### config.mk
export PLATFORM = sky130hd
export DESIGN_NAME = seg_scan_ctrl
export DESIGN_NICKNAME = d
export VERILOG_FILES = /design/src/rtl/seg_scan_ctrl.sv
export SDC_FILE = /design/constraint.sdc
export NUM_CORES = 1
export LEC_CHECK = 0
export CORE_MARGIN = 4
export CORE_UTILIZATION = 55
export CTS_CLUSTER_SIZE = 24
export DETAILED_ROUTE_END_ITERATION = 8
export PLACE_DENSITY = 0.84
export SLEW_MARGIN = 15
export SYNTH_ARGS = -nofsm -noshare
export SYNTH_HDL_FRONTEND = slang
export SYNTH_SLANG_ARGS = --single-unit
export TNS_END_PERCENT = 100
### constraint.sdc
create_clock -name clk -period 4.87 [get_ports clk]
set_input_delay 0.7305 -clock clk [delete_from_list [all_inputs] [get_ports clk]]
set_output_delay 0.7305 -clock clk [all_outputs]
set_load 0.005 [all_outputs]
### src/rtl/seg_scan_ctrl.sv
// seg_scan_ctrl: time-multiplexed scan controller for NUM_DIGITS common-cathode digits
// sharing a single external BCD-to-7-segment decoder.
//
// A frame of packed BCD digits is double-buffered. The producer writes the pending
// buffer via a valid/ready handshake, and the active buffer is swapped only at a frame
// boundary. Each digit gets BLANK_GAP dark cycles followed by REFRESH_DIV lit cycles.
// Leading-zero suppression is optional.
//
// Ports:
//   clk, rst_n    clock (rising edge) and asynchronous active-low reset
//   load_valid    producer offers a new frame on load_data
//   load_ready    controller can accept a frame (no pending frame held)
//   load_data     packed BCD frame, digit 0 in [3:0]
//   blank_lz      1 = suppress leading zeros (sampled live)
//   dec_in        BCD digit presented to the shared decoder
//   dec_out       segments returned by the decoder, {a..g}
//   seg_out       segment drive, active-high
//   dig_en        one-hot digit enable, or all zero while dark
//   frame_start   one-cycle pulse on the first cycle of digit 0's period
module seg_scan_ctrl #(
  parameter int unsigned NUM_DIGITS  = 4,
  parameter int unsigned REFRESH_DIV = 1000,
  parameter int unsigned BLANK_GAP   = 2
) (
  input  logic                    clk,
  input  logic                    rst_n,
  input  logic                    load_valid,
  output logic                    load_ready,
  input  logic [4*NUM_DIGITS-1:0] load_data,
  input  logic                    blank_lz,
  output logic [3:0]              dec_in,
  input  logic [6:0]              dec_out,
  output logic [6:0]              seg_out,
  output logic [NUM_DIGITS-1:0]   dig_en,
  output logic                    frame_start
);

  localparam int unsigned IdxW   = $clog2(NUM_DIGITS);
  localparam int unsigned CntMax = (REFRESH_DIV > BLANK_GAP) ? REFRESH_DIV : BLANK_GAP;
  localparam int unsigned CntW   = $clog2(CntMax + 1);

  localparam logic [CntW-1:0] ShowLast  = CntW'(REFRESH_DIV - 1);
  localparam logic [CntW-1:0] BlankLast = CntW'((BLANK_GAP > 0) ? BLANK_GAP - 1 : 0);
  localparam logic [IdxW-1:0] IdxLast   = IdxW'(NUM_DIGITS - 1);

  typedef enum logic [0:0] {StBlank, StShow} state_e;

  state_e                  state_q, state_d;
  logic [IdxW-1:0]         idx_q, idx_d;
  logic [CntW-1:0]         cnt_q, cnt_d;
  logic [4*NUM_DIGITS-1:0] active_q, active_d;
  logic [4*NUM_DIGITS-1:0] pending_q, pending_d;
  logic                    pending_valid_q, pending_valid_d;

  logic wrap;
  logic upper_zero;
  logic blank_this;
  logic period_first;

  always_comb begin
    state_d         = state_q;
    idx_d           = idx_q;
    cnt_d           = cnt_q + 1'b1;
    active_d        = active_q;
    pending_d       = pending_q;
    pending_valid_d = pending_valid_q;
    wrap            = 1'b0;

    unique case (state_q)
      StBlank: begin
        if (cnt_q == BlankLast) begin
          state_d = StShow;
          cnt_d   = '0;
        end
      end
      StShow: begin
        if (cnt_q == ShowLast) begin
          cnt_d = '0;
          wrap  = (idx_q == IdxLast);
          idx_d = wrap ? '0 : idx_q + 1'b1;
          if (BLANK_GAP == 0) begin
            state_d = StShow;
          end else begin
            state_d = StBlank;
          end
        end
      end
    endcase

    // Accept needs an empty pending buffer, commit needs a full one, so they never collide.
    if (load_valid && !pending_valid_q) begin
      pending_d       = load_data;
      pending_valid_d = 1'b1;
    end
    if (wrap && pending_valid_q) begin
      active_d        = pending_q;
      pending_valid_d = 1'b0;
    end
  end

  always_ff @(posedge clk or negedge rst_n) begin
    if (!rst_n) begin
      if (BLANK_GAP == 0) begin
        state_q <= StShow;
      end else begin
        state_q <= StBlank;
      end
      idx_q           <= '0;
      cnt_q           <= '0;
      active_q        <= '0;
      pending_q       <= '0;
      pending_valid_q <= 1'b0;
    end else begin
      state_q         <= state_d;
      idx_q           <= idx_d;
      cnt_q           <= cnt_d;
      active_q        <= active_d;
      pending_q       <= pending_d;
      pending_valid_q <= pending_valid_d;
    end
  end

  // A digit is a leading zero when it and every more significant digit are zero.
  always_comb begin
    upper_zero = 1'b1;
    for (int unsigned j = 0; j < NUM_DIGITS; j++) begin
      if (j >= 32'(idx_q) && active_q[4*j +: 4] != 4'h0) begin
        upper_zero = 1'b0;
      end
    end
  end

  assign blank_this = blank_lz && (idx_q != '0) && upper_zero;

  // First cycle of digit 0's period: the gap if there is one, else the lit phase.
  assign period_first = (idx_q == '0) && (cnt_q == '0) &&
                        ((BLANK_GAP == 0) ? (state_q == StShow) : (state_q == StBlank));

  assign load_ready = !pending_valid_q;
  // Driven in both states so the decoder output is settled before the digit lights.
  assign dec_in     = active_q[{idx_q, 2'b00} +: 4];

  // The reset state is also the first cycle of a frame; gating with rst_n keeps the
  // pins dark and frame_start low while reset is held.
  assign dig_en      = (rst_n && state_q == StShow) ? (NUM_DIGITS'(1) << idx_q) : '0;
  assign seg_out     = (rst_n && state_q == StShow && !blank_this) ? dec_out : 7'b0;
  assign frame_start = rst_n && period_first;

endmodule

==> run_results.csv, run 1 <==
group,metric,value,unit
timing,min_period_over_period,81.68,%
placement,pre_cts_ws,1.070,ns
final_layout,antenna_cells,0,
setup_path,crit_fanout,10,
power_and_ir_drop,finalPower,683.5,µW
placement,numPortBuffers,43,
clock_network,cts_made_buffers,5,
power_and_ir_drop,worst_ir_drop_vdd,0.2194,mV
setup_path,r2r_end,"active_q[14]",
synth,ys.flop_type,"dfrtp_1",
synth,netlist.area_leader.share,51.25,%
synth,synth_area_leader_cell,"dfrtp_1",
final_layout,seqCellArea,0.001151,mm²
final_layout,design_area,0.002804,mm²
setup_path,rr_startpoint,"idx_q[0]",
final_layout,fillers,257,
clock_network,hold_buffers,0,
timing,finalHoldViolCount,0,
setup_path,r2r_cells,4,
timing,rsz0062_at_grt,"false",
floorplan,start_util,59.12,%
timing,maxSlewViolCount,0,
final_layout,syn_to_final_growth,24.85,%
floorplan,die_x,71.90,µm
route,ant_nets,0,
synth,synth_common_cells,"dfrtp_1 (46), mux2_2 (34), inv_1 (14), a211oi_1 (12), ha_1 (8)",
synth,ys_seq_area_share,51.25,%
floorplan,core_area,0.003799,mm²
final_layout,multi_input_area,0.001010,mm²
synth,syn_avg_cell_area,12.69,µm²
setup_path,cp-end-kind,"output pin",
synth,yosysUniqueCellTypes,32,
synth,synth-edff-count,0,
global_route,grt_pass1_vias,1699,
synth,ys.warnings.count,0,
placement,dp_hpwl,3747,µm
synth,synth_seq_cells,46,
route,vias,1656,
clock_network,cts.sinks,46,
power_and_ir_drop,power.density,243.8,mW/mm²
route,drtIter0Drc,99,
setup_path,worstPathArrival,3.25,ns
global_route,antenna_found_initial,0,
clock_network,post_cts_buffers,0,
synth,synth.most_common_cell,"dfrtp_1",
clock_network,h-tree-depth,2,
timing,worst_slew_pin_slew,1.079,ns
route,dr.pass1.iters,5,
global_route,grt_max_degree,37,
clock_network,cts_tree,"built",
final_layout,drive_gt1_share,23.32,%
route,wl_per_cell,18.02,µm
floorplan,row_count,22,
floorplan,die-area,0.005170,mm²
clock_network,cts_root_buffer,"clkbuf_8",
global_route,grt_pass1_wl,8128,µm
route,avgViaCountPerCell,6.111,
timing,setup_viol_count_final,0,
timing,skew,0.005624,ns
timing,period_minus_slack,3.978,ns
route,wl,4884,µm
setup_path,r2r_slack,2.46,ns
route,route.detailed.drc,0,
floorplan,die_y,71.90,µm
timing,fmax,251.4,MHz
global_route,grt.total_usage,20.81,%
hold_path,hold_class,"input pin to async pin",
timing,finalHoldWorstSlack,0.4870,ns
clock_network,clkTransAtPathRegs,0.08,ns
final_layout,nets,259,
flow_run,maxCapViolations,0,
setup_path,cp-start-kind,"register",
floorplan,ios,44,
placement,dpl_cell_area,0.002721,mm²
synth,syn_nets,212,
synth,synthTopCellsByArea,"dfrtp_1 (51%), mux2_2 (17%), ha_1 (4.5%)",
synth,synthArstFlopShare,100.0,%
outcome,status,"complete, no violations",
timing,slew_headroom,27.54,%
clock_network,cts_resized,0,
setup_path,path_class,"register to output pin",
timing,fin_ws,0.8923,ns
setup_path,cp.required,4.14,ns
synth,netlist_area,0.002246,mm²
power_and_ir_drop,leakage,1.270,nW
synth,postSynthCellCount,177,
global_route,overflow,0,
clock_network,worstSkewPairLatency,0.29,ns
placement,gp_congestion,0.8809,
clock_network,clockBufferDepth,2,
timing,finalSetupTns,0,ns
## power by group
group / switching [mW] / internal (mW) / leakage (nW) / total [mW]
registers: 0.00801 / 0.397 / 0.584 / 0.405
clock network: 0.113 / 0.109 / 0.0431 / 0.223
logic: 0.0188 / 0.0367 / 0.644 / 0.0555
## area by class of cell
cell class,count,area share (%)
clock buffer,6,2.945
inverter,14,1.874
multi-input combinational,111,36.01
sequential,46,41.05
tap,48,2.142
timing repair buffer,46,15.98
## worst max path at each step
| stage | end | start | depth (start not counted) | slack [ns] |
|---|---|---|---|---|
| 2_1_floorplan | seg_out[0] | idx_q[0] | 6 | 1.89 |
| 3_3_place_gp | seg_out[6] | blank_lz | 5 | 1.17 |
| 3_5_place_dp | seg_out[5] | blank_lz | 5 | 1.07 |
| 4_1_cts | seg_out[5] | idx_q[0] | 6 | 0.89 |
| 5_1_grt | seg_out[5] | idx_q[0] | 6 | 0.68 |
| 6_report | seg_out[5] | idx_q[0] | 6 | 0.89 |
## per-layer routing
layer,wire (µm),part of all wire (%),vias up,GRT usage (%)
met3,288,5.9,17,5.125
met1,1896,39,827,24.17
met4,138,2.8,0,8.351
met2,2560,52,72,36.84
li1,-,-,740,-
met5,0,0,-,0
## state kept, by name (all words and copies together), names as in the netlist
| name | cells |
|---|---|
| cnt_q | 10 |
| pending_q | 16 |
| idx_q | 2 |
| active_q | 16 |
| pending_valid_q | 1 |
| state_q | 1 |
## stage by stage
stage / utilization, % / instances
floorplan: - / 177
global placement: 71.64 / 265
detailed placement: 71.64 / 265
CTS: 73.81 / 271
global route: 73.81 / 271
finish: 73.81 / 271
## layout by cell type (no fill, tap or decap), drive strengths merged
cell / count
dfrtp: 46
clkdlybuf4s50: 42
mux2: 34
inv: 14
a211oi: 12
ha: 8
nand3: 7
nor3: 6
clkbuf: 6
nor2: 5
nor4: 5
mux4: 4
and3: 4
buf: 4
nand2: 3
o21ai: 3
or3: 3
nor2b: 2
xnor2: 2
o31ai: 2
or4: 2
nand4: 2
or4b: 1
o22a: 1
or2: 1
and4: 1
xor2: 1
nor3b: 1
o21bai: 1
## cell families after synthesis
family | after synthesis | share of synthesized area (%)
AO/OA/AOI/OAI | 19 | 6.072
XOR/XNOR | 3 | 1.170
adder cells (fa/ha/maj) | 8 | 4.457
buffers and inverters | 20 | 3.788
flip-flops | 46 | 51.25
multiplexers | 38 | 21.06
AND/OR/NAND/NOR | 43 | 12.20
## worst max-delay path: stages, from the launching register on
cell,delay [ns]
dfrtp_1,0.61
inv_1,0.14
ha_1,0.24
or4b_2,0.66
nor3_1,0.62
a211oi_1,0.19
clkdlybuf4s50_1,0.50
No activity file was read; power rests on OpenSTA's default activity.
==> run 2: changes to the inputs <==
CORE_UTILIZATION = 46   (was 55)
PLACE_DENSITY = 0.75   (was 0.84)
clock period = 3.5 ns   (was 4.87 ns; I/O delays follow)
==> run_results.csv, run 2 (synthesized netlist as in run 1, its figures left out) <==
group,metric,value,unit
timing,slew_headroom,61.54,%
floorplan,ios,44,
route,dr.pass1.iters,4,
timing,rsz0062_at_grt,"false",
final_layout,nets,263,
setup_path,r2r_slack,1.61,ns
placement,dp_hpwl,3326,µm
setup_path,r2r_end,"active_q[12]",
timing,worst_slew_pin_slew,0.5716,ns
final_layout,fillers,379,
final_layout,layout_commonest_cell,"dfrtp_1",
floorplan,die_x,77.88,µm
route,vias,1571,
floorplan,start_util,47.55,%
clock_network,cts.sinks,46,
timing,finalHoldViolCount,0,
global_route,antenna_found_initial,0,
setup_path,cp-end-kind,"output pin",
final_layout,syn_to_final_growth,27.41,%
clock_network,cts_resized,0,
timing,maxSlewViolCount,0,
clock_network,worstSkewPairLatency,0.29,ns
final_layout,largest_registers,"active_q (16), pending_q (16), cnt_q (10)",
route,wl_per_cell,14.69,µm
setup_path,cp.required,2.97,ns
setup_path,crit_fanout,10,
setup_path,crit_path_end,"seg_out[0]",
power_and_ir_drop,p_sw_share,21.51,%
global_route,overflow,0,
global_route,grt_pass1_vias,1541,
final_layout,drive_gt1_share,24.89,%
clock_network,cts_root_buffer,"clkbuf_8",
route,ant_nets,0,
timing,period_minus_slack,3.232,ns
setup_path,r2r_cells,5,
setup_path,rr_startpoint,"cnt_q[0]",
clock_network,cts_made_buffers,5,
power_and_ir_drop,p_comb_share,8.1,%
global_route,grt.total_usage,15.54,%
final_layout,antenna_cells,0,
route,drtIter0Drc,132,
route,avgViaCountPerCell,5.307,
clock_network,cts_tree,"built",
route,route.detailed.drc,0,
floorplan,die_y,77.88,µm
floorplan,row_count,25,
timing,min_period_over_period,92.34,%
global_route,grt_pass1_wl,7445,µm
setup_path,path_class,"register to output pin",
power_and_ir_drop,intPower,745.0,µW
floorplan,core_area,0.004723,mm²
final_layout,finalNonFillerCells,296,
setup_path,cp-start-kind,"register",
outcome,status,"complete, no violations",
power_and_ir_drop,power.switching,204.2,µW
power_and_ir_drop,leakage,1.294,nW
final_layout,final_cell_mix,"dfrtp_1 (46), clkdlybuf4s50_1 (42), mux2_2 (34), inv_1 (14), a211oi_1 (12)",
flow_run,maxCapViolations,0,
placement,place_inst,288,
power_and_ir_drop,seq_power_share,59.3,%
timing,finalSetupTns,0,ns
power_and_ir_drop,worst_ir_drop_vdd,0.2053,mV
placement,gp_congestion,0.8151,
clock_network,post_cts_buffers,0,
setup_path,worstPathArrival,2.71,ns
clock_network,clkTransAtPathRegs,0.09,ns
timing,skew,0.009641,ns
floorplan,die-area,0.006065,mm²
final_layout,final_util,60.58,%
power_and_ir_drop,clock_power_share,32.6,%
clock_network,clockBufferDepth,2,
timing,fmax,309.4,MHz
hold_path,hold_class,"input pin to async pin",
placement,numPortBuffers,43,
clock_network,hold_buffers,0,
global_route,grt_max_degree,28,
setup_path,cp-startpoint,"idx_q[1]",
timing,setup_viol_count_final,0,
route,wl,4348,µm
power_and_ir_drop,power.density,331.7,mW/mm²
clock_network,h-tree-depth,2,
## run 2: power groups by stage
stage	clock, mW	sequential (mW)	combinational, mW
finish	0.310	0.563	0.0765
global route	0.351	0.566	0.0845
CTS	0.319	0.563	0.0780
detailed placement	0	0.574	0.0781
global placement	0	0.573	0.0759
floorplan	0	0.569	0.0252
## run 2: final cells by class
class | instances | area [µm²] | area share [%]
Sequential cell | 46 | 1151 | 40.23
Timing Repair Buffer | 50 | 478.0 | 16.70
Tap cell | 67 | 83.83 | 2.930
Clock buffer | 6 | 72.57 | 2.536
Clock inverter | 2 | 13.76 | 0.4810
Multi-Input combinational cell | 111 | 1010 | 35.29
Inverter | 14 | 52.55 | 1.836
## run 2: worst min-delay path by stage
stage | startpoint | to | slack [ns] | cells after the start
final | rst_n | pending_q[6] | 0.26 | 2
after global routing | rst_n | pending_q[6] | 0.27 | 2
after CTS | rst_n | pending_q[6] | 0.27 | 2
after detailed placement | pending_q[4] | active_q[4] | 0.50 | 1
after global placement | pending_q[8] | pending_q[8] | 0.49 | 1
after floorplan | rst_n | active_q[0] | 0.23 | 0
## run 2: worst max-delay path, cell delays in order (launching register included)
cell,delay [ns]
dfrtp_1,0.53
inv_1,0.11
ha_1,0.23
or4b_2,0.68
nor3_1,0.16
buf_4,0.18
a211oi_1,0.08
clkdlybuf4s50_1,0.45
## run 2: metrics by stage
stage	setup WS, ns	power [mW]	hold WS [ns]	cell area, µm²
2_1_floorplan	0.7234	0.5947	0.2294	2246
3_3_place_gp	0.5440	0.6488	0.4900	2775
3_5_place_dp	0.5277	0.6521	0.4960	2775
4_1_cts	0.2500	0.9604	0.2652	2861
5_1_grt	0.1055	1.001	0.2709	2861
6_report	0.2681	0.9492	0.2577	2861
## run 2: layer usage
layer / global-route usage [%] / vias up / wire length, µm
met5: 0 / - / 0
met4: 4.270 / 0 / 42
met3: 4.176 / 4 / 219
met2: 24.66 / 43 / 2112
met1: 20.95 / 775 / 1973
li1: - / 749 / -
